**src/rtl/waypoint_streamer.sv**
```systemverilog
// waypoint_streamer: streams stored x/y waypoints with Manhattan step distance and last flag.
// Optional closed-tour segment back to waypoint 0 under WAYPOINT_STREAMER_LOOP_EN.
module waypoint_streamer #(
  parameter int COORD_W = 8,
  parameter int ADDR_W = 8,
  parameter int RD_LAT = 1
) (
  input  logic               clk,
  input  logic               reset,
  input  logic               start,
  input  logic [ADDR_W-1:0]  num_coords,
  output logic [ADDR_W-1:0]  mem_addr,
  output logic               mem_rden,
  input  logic [COORD_W-1:0] x_q,
  input  logic [COORD_W-1:0] y_q,
  output logic [COORD_W-1:0] wp_x,
  output logic [COORD_W-1:0] wp_y,
  output logic [COORD_W:0]   wp_dist,
  output logic               wp_valid,
  input  logic               wp_ready,
  output logic               wp_last,
  output logic               busy,
  output logic               done
);
  typedef enum logic [2:0] {IDLE, ISSUE, WAIT, PRESENT, FINISH} state_t;
  state_t state, state_nxt;
  logic [ADDR_W-1:0] cnt;
  logic [COORD_W-1:0] px, py;
  logic [1:0] wcnt;
  logic last_q, cap, hs, at_end, first;
  function automatic logic [COORD_W:0] mdist(input logic [COORD_W-1:0] a, b, c, d);
    mdist = {1'b0, a > b ? a - b : b - a} + {1'b0, c > d ? c - d : d - c};
  endfunction
  assign cap = state == WAIT && wcnt == 2'd1;
  assign hs = state == PRESENT && wp_ready;
  assign at_end = mem_addr == cnt - ADDR_W'(1);
  assign first = mem_addr == '0;
  assign mem_rden = state == ISSUE;
  assign wp_valid = state == PRESENT;
  assign wp_last = state == PRESENT && last_q;
  assign busy = state != IDLE;
  assign done = state == FINISH;
  always_ff @(posedge clk or negedge reset)
    if (!reset) state <= IDLE;
    else state <= state_nxt;
  always_comb begin
    state_nxt = state;
    case (state)
      IDLE:    if (start) state_nxt = num_coords != '0 ? ISSUE : FINISH;
      ISSUE:   state_nxt = WAIT;
      WAIT:    if (cap) state_nxt = PRESENT;
      PRESENT: if (hs) state_nxt = last_q ? FINISH : at_end ? PRESENT : ISSUE;
      default: state_nxt = IDLE;
    endcase
  end
`ifdef WAYPOINT_STREAMER_LOOP_EN
  logic [COORD_W-1:0] x0, y0;
  always_ff @(posedge clk or negedge reset)
    if (!reset) begin
      x0 <= '0;
      y0 <= '0;
    end else if (cap && first) begin
      x0 <= x_q;
      y0 <= y_q;
    end
`endif
  always_ff @(posedge clk or negedge reset)
    if (!reset) begin
      mem_addr <= '0;
      cnt <= '0;
      wp_x <= '0;
      wp_y <= '0;
      wp_dist <= '0;
      px <= '0;
      py <= '0;
      wcnt <= '0;
      last_q <= 1'b0;
    end else begin
      if (state == IDLE && start) begin
        cnt <= num_coords;
        mem_addr <= '0;
      end
      wcnt <= state == ISSUE ? 2'(RD_LAT) : state == WAIT ? wcnt - 2'd1 : wcnt;
      if (cap) begin
        wp_x <= x_q;
        wp_y <= y_q;
        wp_dist <= first ? '0 : mdist(x_q, px, y_q, py);
`ifdef WAYPOINT_STREAMER_LOOP_EN
        last_q <= 1'b0;
`else
        last_q <= at_end;
`endif
      end
`ifdef WAYPOINT_STREAMER_LOOP_EN
      // closing segment reuses the present slot instead of rereading memory
      if (hs && !last_q && at_end) begin
        wp_x <= x0;
        wp_y <= y0;
        wp_dist <= mdist(wp_x, x0, wp_y, y0);
        last_q <= 1'b1;
      end else if (hs && !last_q) begin
        px <= wp_x;
        py <= wp_y;
        mem_addr <= mem_addr + ADDR_W'(1);
      end
`else
      if (hs && !last_q) begin
        px <= wp_x;
        py <= wp_y;
        mem_addr <= mem_addr + ADDR_W'(1);
      end
`endif
      if (state == FINISH) last_q <= 1'b0;
    end
endmodule

```
**config.mk**
```make
export PLATFORM = sky130hd
export DESIGN_NAME = waypoint_streamer
export DESIGN_NICKNAME = d
export VERILOG_FILES = /design/src/rtl/waypoint_streamer.sv
export SDC_FILE = /design/constraint.sdc
export NUM_CORES = 1
export LEC_CHECK = 0
export ABC_AREA = 1
export CAP_MARGIN = 0
export CORE_UTILIZATION = 51
export CTS_CLUSTER_DIAMETER = 50
export CTS_CLUSTER_SIZE = 14
export DETAILED_ROUTE_END_ITERATION = 10
export GPL_ROUTABILITY_DRIVEN = 0
export PLACE_DENSITY_LB_ADDON = 0.2
export REMOVE_ABC_BUFFERS = 1
export SLEW_MARGIN = 10
export SYNTH_ARGS = -nofsm -noshare
export SYNTH_HDL_FRONTEND = slang
export SYNTH_SLANG_ARGS = --single-unit
```
**constraint.sdc**
```tcl
create_clock -name clk -period 2.6 [get_ports clk]
set_clock_uncertainty 0.05 [all_clocks]
set_input_delay 0.39 -clock clk [delete_from_list [all_inputs] [get_ports clk]]
set_output_delay 0.39 -clock clk [all_outputs]
set_load 0.03 [all_outputs]
```
-- Word level (Yosys, flattened, before mapping)
Cells that the tools add are included.
- output and inout port bits: 38
- flip-flop bits (word level): 63
- multiplexer cells: 16
- add/sub/neg operators: 8
- order comparisons: 2
- equal/unequal tests: 9
- reductions and logical operators: 14
- operators with widths (operator ; number):
    $mux 8 ; 4
    $sub 8x8->8 ; 4
    $gt 8x8->1 ; 2
    $mux 3 ; 5
    $pmux 3 s4 ; 1
    $add 8x8->9 ; 1
    $mux 9 ; 1
    $add 8x1->8 const B ; 1
    $eq 8x8->1 ; 1
    $logic_not 8->1 ; 1
    $reduce_bool 8->1 ; 1
    $sub 8x1->8 const B ; 1
    $eq 3x2->1 const B ; 2
    $mux 2 ; 3
    $reduce_bool 2->1 ; 3
    $logic_and 1x1->1 ; 5
    $ne 2x2->1 const B ; 2
    $eq 3x1->1 const B ; 1
    $eq 3x3->1 const B ; 1
    $logic_not 3->1 ; 1
    $reduce_and 3->1 ; 1
    $reduce_bool 3->1 ; 1
    $eq 2x1->1 const B ; 1
    $mux 1 ; 2
    other kinds (3) ; 3

-- Logic depth before layout (Yosys ltp)
Gate-level depths: netlist of the first run.
- depth after elaboration: 6
- depth in mapped cells: 22
- mapped depth without buffers: 22

-- Least setup slack after synthesis of the first run
No wires, ideal clock.
- path kind: input port to flip-flop
- start point: in x_q[0]
- end point: reg wp_dist[6]
- required time: 2429 ps
- buffers on the path: 0
- path slack: -304 ps
- data arrival time: 2732 ps
- stages: 21
- path through: inv_1 -> ha_1 -> inv_1 -> fa_1 -> inv_1 -> o21ai_1 -> a21oi_1 -> nand2_1 -> nand2_2 -> inv_2 -> nand2_1 -> nand2_1 -> fa_1 -> nand3_1 -> nand2_1 -> nand2_1 -> nand2_1 -> a21oi_1 -> nand2_1 -> nand2_1 -> o21ai_1
- longest elaborated chain between the ends: 4
- ends and longest elaborated chain (element ; RTL line ; text):
    start: declaration ; 14 ; input logic [COORD_W-1:0] x_q,
    $sub 8x8->8 / $gt 8x8->1 (equally long branches) ; 32 ; mdist = {1'b0, a > b ? a - b : b - a} + {1'b0, c > d ? c - d : d - c};
    $mux 8 (*) ; 32 ;
    $add 8x8->9 (*) ; 32 ;
    $mux 9 (*) ; 87 ; wp_dist <= first ? '0 : mdist(x_q, px, y_q, py);
    end signal: assignment ; 87 ;
    end: declaration ; 18 ; output logic [COORD_W:0] wp_dist,
Every way passes the cells marked *; elsewhere a longest branch is shown, timed or not.
A chain may end at the register's enable or synchronous reset.

-- Worst setup path in the final report of the first run
- start point: in x_q[3]
- end point: reg wp_dist[5]
The elaborated chain is that of the path after synthesis.

==> results.txt, run 1 <==
The flow ran to the end, but the final reports show violations. The final reports fail on negative setup slack. Final net count: 881. At the pin with the least slew margin, the transition time is 0.664 ns. The instance count along the most critical hold path works out to 4.

Setup repair after global routing could not meet its margin everywhere. The tools report the max-cap violation count as 0. In this run the most critical hold path is launched from y_q[3]. In this run the deepest clock path goes through 2 buffers. The port buffer count was 65; the HPWL after detailed placement was 8.79 mm.

Counting flops and latches in the post-synthesis netlist gives 63. For the final routed database, the setup TNS stands at -2.53 ns. The layout-stage area growth over the synthesis result works out to 46.1%.

The path with the worst hold slack has its endpoint at wp_y[3]. TritonCTS built the clock tree. Dividing the final minimum period by the clock period gives 116%.

The floorplan step set the die width to 98.8 um. The worst setup path is captured at a flip-flop. For flop-to-flop paths, the worst setup slack is -0.37 ns. Startpoint of the worst-slack reg-to-reg timing path: px[0].

The count of nets left with antenna violations once routing finished came out at 0. Data arrives at the worst endpoint at 3.21 ns. Final hold analysis gives a worst-case slack of 0.384 ns. The via count of the first global-routing pass is 4,928, and the clock insertion delay at the later pin of the skew report is 0.36 ns. Kind of path behind the tightest hold check: in2reg. The number of antenna violations at the first check in global routing came out at 1. The dominant cell type by area after synthesis is sky130_fd_sc_hd__dfrtp_1. For the worst setup path, the data required time is 2.80 ns. Yosys mapped the design onto 36 distinct sky130hd cell types. Based on the critical path, the design can be clocked at up to 0.333 GHz. After clock tree synthesis, the clock-pin slew on the worst setup and hold paths is 0.07 ns. The vias after detailed routing was 4,952. The worst setup path is launched from an input pin. The top flip-flop cell by instance count after synthesis is sky130_fd_sc_hd__dfrtp_1.

The first detailed-routing pass took 5 iterations. The clock tree synthesis step divided the H-tree into 3 levels. The synthesized area was 4780 um^2. The logs give -0.407 ns for the least setup slack across all paths after layout and 8 for the total setup violations reported at the end of the flow. The Yosys step of the flow raised 0 warnings. Entering global routing, the biggest net connects 64 pins.

The share of the synthesized area in the top cell type works out to 33.0%. The critical path start-end classification was in2reg. The depth of the worst register-to-register path is 19, and the gate count after technology mapping is 636. Number of vias per cell after detailed routing: 5.39. In this run the standard cell core region covers 8890 um^2. Share of post-route cells with drive strength above 1: 30.4%. Along the worst path, the maximum fanout reaches 6. The share of the core filled with cells in the final layout was 78.6%; the synthesized area divided by synthesized cell count was 7.52 um^2. The logs give 0 for the residual DRC count and 33.0% for the sequential area share after synthesis.

The logs give 63 for the number of sinks driven by the clock tree and 566 for the layout filler cell count. The die covers 9760 um^2. Tracing the worst setup path back leads to its startpoint at x_q[3]. In this run the critical register-to-register path is captured at wp_dist[5]. The hold violation count in the final report is 0.

The proportion of register bits with asynchronous set or reset after synthesis is 100%. Dividing the detail-routed wire length by the instance count gives 16.0 um. The total overflow left after global routing is 0. From bottom edge to top edge, the die measures 98.8 um. The synthesized design contains 0 enable-type register cells. In this run the tightest slew margin relative to its limit is 55.6%.

Clock root buffer master: sky130_fd_sc_hd__clkbuf_8. The max-slew violation total from the final report was 0; the total I/O pin count was 66. For the DRC violation total after the first TritonRoute iteration, the log shows 237. Ranked by total cell area, the synthesized netlist is headed by sky130_fd_sc_hd__dfrtp_1 (33%), sky130_fd_sc_hd__nand2_1 (11%), sky130_fd_sc_hd__ha_1 (11%). The run gives 34 as the number of placement rows.

The time the worst path needs with I/O delays and setup is 3.01 ns, and the starting density of the core is 53.8%. The first global-routing pass estimated 22.6 mm of wire. Across every metal layer, demand over resource in global routing totals 29.6%. Summed over all layers, the routed wires come to 14.7 mm. The number of clock buffers added by TritonCTS is 9.
[state kept, by name, indices dropped and copies added (netlist names)]
register / flops
wcnt: 2
wp_x: 8
mem_addr: 8
py: 8
state: 3
cnt: 8
wp_dist: 9
px: 8
wp_y: 8
last_q: 1
[cells in the final DEF (no fill, tap or decap), drive strengths merged, types with 2 or more instances in the layout]
cell type / netlist / final
a21o: 3 / 3
a21oi: 40 / 40
a22o: 3 / 3
buf: 9 / 106
bufinv: 0 / 2
clkbuf: 3 / 11
clkdlybuf4s50: 0 / 54
dfrtp: 63 / 63
dlygate4sd2: 0 / 9
fa: 5 / 5
ha: 42 / 42
inv: 126 / 126
nand2: 151 / 151
nand3: 17 / 17
nand4: 11 / 11
nor2: 40 / 40
nor3: 5 / 5
o21ai: 75 / 75
o221ai: 6 / 6
o22ai: 2 / 2
o32ai: 3 / 3
xnor2: 10 / 10
xor2: 19 / 19
[Yosys cell counts (2+ instances only)]
library cell	count
sky130_fd_sc_hd__o21ai_0	47
sky130_fd_sc_hd__a21oi_2	3
sky130_fd_sc_hd__nor3_1	3
sky130_fd_sc_hd__inv_1	117
sky130_fd_sc_hd__nor2_4	3
sky130_fd_sc_hd__a21o_1	3
sky130_fd_sc_hd__nor2_1	35
sky130_fd_sc_hd__inv_2	9
sky130_fd_sc_hd__o21ai_2	7
sky130_fd_sc_hd__buf_6	3
sky130_fd_sc_hd__nand2_4	2
sky130_fd_sc_hd__dfrtp_1	63
sky130_fd_sc_hd__nand4_1	11
sky130_fd_sc_hd__xnor2_1	10
sky130_fd_sc_hd__nand3_1	17
sky130_fd_sc_hd__o22ai_1	2
sky130_fd_sc_hd__buf_2	3
sky130_fd_sc_hd__xor2_1	19
sky130_fd_sc_hd__buf_4	3
sky130_fd_sc_hd__fa_1	5
sky130_fd_sc_hd__a21oi_1	37
sky130_fd_sc_hd__o32ai_2	2
sky130_fd_sc_hd__clkbuf_1	3
sky130_fd_sc_hd__nand2_2	5
sky130_fd_sc_hd__a22o_1	3
sky130_fd_sc_hd__o221ai_1	6
sky130_fd_sc_hd__nand2_1	144
sky130_fd_sc_hd__nor3_2	2
sky130_fd_sc_hd__o21ai_1	21
sky130_fd_sc_hd__ha_1	42
[layer usage]
| metal | share of wire [%] | routed length [um] | track usage, % |
|---|---|---|---|
| met1 | 41 | 6000 | 34.5 |
| met2 | 50 | 7360 | 51.6 |
| met3 | 4.9 | 713 | 6.60 |
| met4 | 4.1 | 602 | 13.9 |
| met5 | 0 | 0 | 0 |
[critical path, cell delays in order]
cell,delay (ns)
sky130_fd_sc_hd__clkdlybuf4s50_1,0.51
sky130_fd_sc_hd__inv_1,0.09
sky130_fd_sc_hd__ha_4,0.27
sky130_fd_sc_hd__a21oi_4,0.19
sky130_fd_sc_hd__o21ai_2,0.11
sky130_fd_sc_hd__a21oi_2,0.20
sky130_fd_sc_hd__nand2_2,0.10
sky130_fd_sc_hd__nand2_4,0.13
sky130_fd_sc_hd__buf_4,0.13
sky130_fd_sc_hd__nand2_1,0.08
sky130_fd_sc_hd__nand2_2,0.10
sky130_fd_sc_hd__inv_2,0.05
sky130_fd_sc_hd__ha_4,0.29
sky130_fd_sc_hd__nand2_1,0.07
sky130_fd_sc_hd__inv_2,0.06
sky130_fd_sc_hd__a21oi_2,0.06
sky130_fd_sc_hd__o21ai_1,0.14
sky130_fd_sc_hd__a21oi_1,0.06
sky130_fd_sc_hd__a21o_1,0.15
[cell type report]
type,count,area (um^2),share of cell area [%]
Clock inverter,3,67.6,0.967
Inverter,127,480,6.88
Antenna cell,1,2.50,0.0358
Clock buffer,11,151,2.17
Timing Repair Buffer,171,1470,21.0
Tap cell,108,135,1.93
Sequential cell,63,1580,22.6
Multi-Input combinational cell,434,3100,44.4
[worst max-delay path by stage]
stage / to / cells after the start / slack, ns
floorplan: wp_dist[6] / 21 / -0.30
CTS: wp_dist[6] / 20 / -0.15
detailed placement: wp_dist[6] / 20 / -0.92
global placement: wp_dist[6] / 20 / -0.79
finish: wp_dist[5] / 19 / -0.41
global route: wp_dist[6] / 20 / -0.49
[cell families after synthesis]
| logic type | after synthesis | share of synthesized area (%) |
|---|---|---|
| adders and majority gates | 47 | 13.1 |
| xor gates and xnor gates | 29 | 5.31 |
| DFF | 63 | 33.0 |
| AOI/OAI and AO/OA | 133 | 16.2 |
| and+or+nand+nor | 225 | 20.7 |
| buffers and inverters | 139 | 11.7 |
[repair_timing]
item,CTS,global route
setup endpoints to repair,8,8
resized for setup,84,36
pin swaps,26,24
hold buffers,1,0
endpoints found under the hold margin,3,0
buffers inserted,13,5
[through the flow]
step                      worst slack, ns  cells  instance area [um^2]
after CTS                          -0.147    912                  6810
after global placement             -0.793    884                  6140
final                              -0.407    918                  6980
after floorplan                    -0.304    624                  4700
after global routing               -0.489    918                  6980
after detailed placement           -0.924    884                  6140
Power of run 1 is not shown: default switching activity piles up to over one toggle a cycle in this logic, so the estimate is an artifact.
==> inputs of run 2 (changes only) <==
--- a/config.mk
+++ b/config.mk
@@ -6,7 +6,6 @@
 export NUM_CORES = 1
 export LEC_CHECK = 0
 export ABC_AREA = 1
-export CAP_MARGIN = 0
 export CORE_UTILIZATION = 51
 export CTS_CLUSTER_DIAMETER = 50
 export CTS_CLUSTER_SIZE = 14
==> results of run 2 <==
No change in the layout: final DEF, timing and power equal those of run 1.
Power of run 2 is left out for the same reason.
==> inputs of run 3 (changes only) <==
==> constraint.sdc (replaced) <==
create_clock -name clk -period 2.6 [get_ports clk]
set_clock_uncertainty 0.05 [all_clocks]
set_input_delay 0.39 -clock clk [delete_from_list [all_inputs] [get_ports clk]]
set_output_delay 0.39 -clock clk [all_outputs]
set_load 0.01 [all_outputs]
==> results of run 3 <==
The final DEF is identical to that of run 1. Status: finished with violations: negative setup slack.
Power figures use the tool's default switching activity.
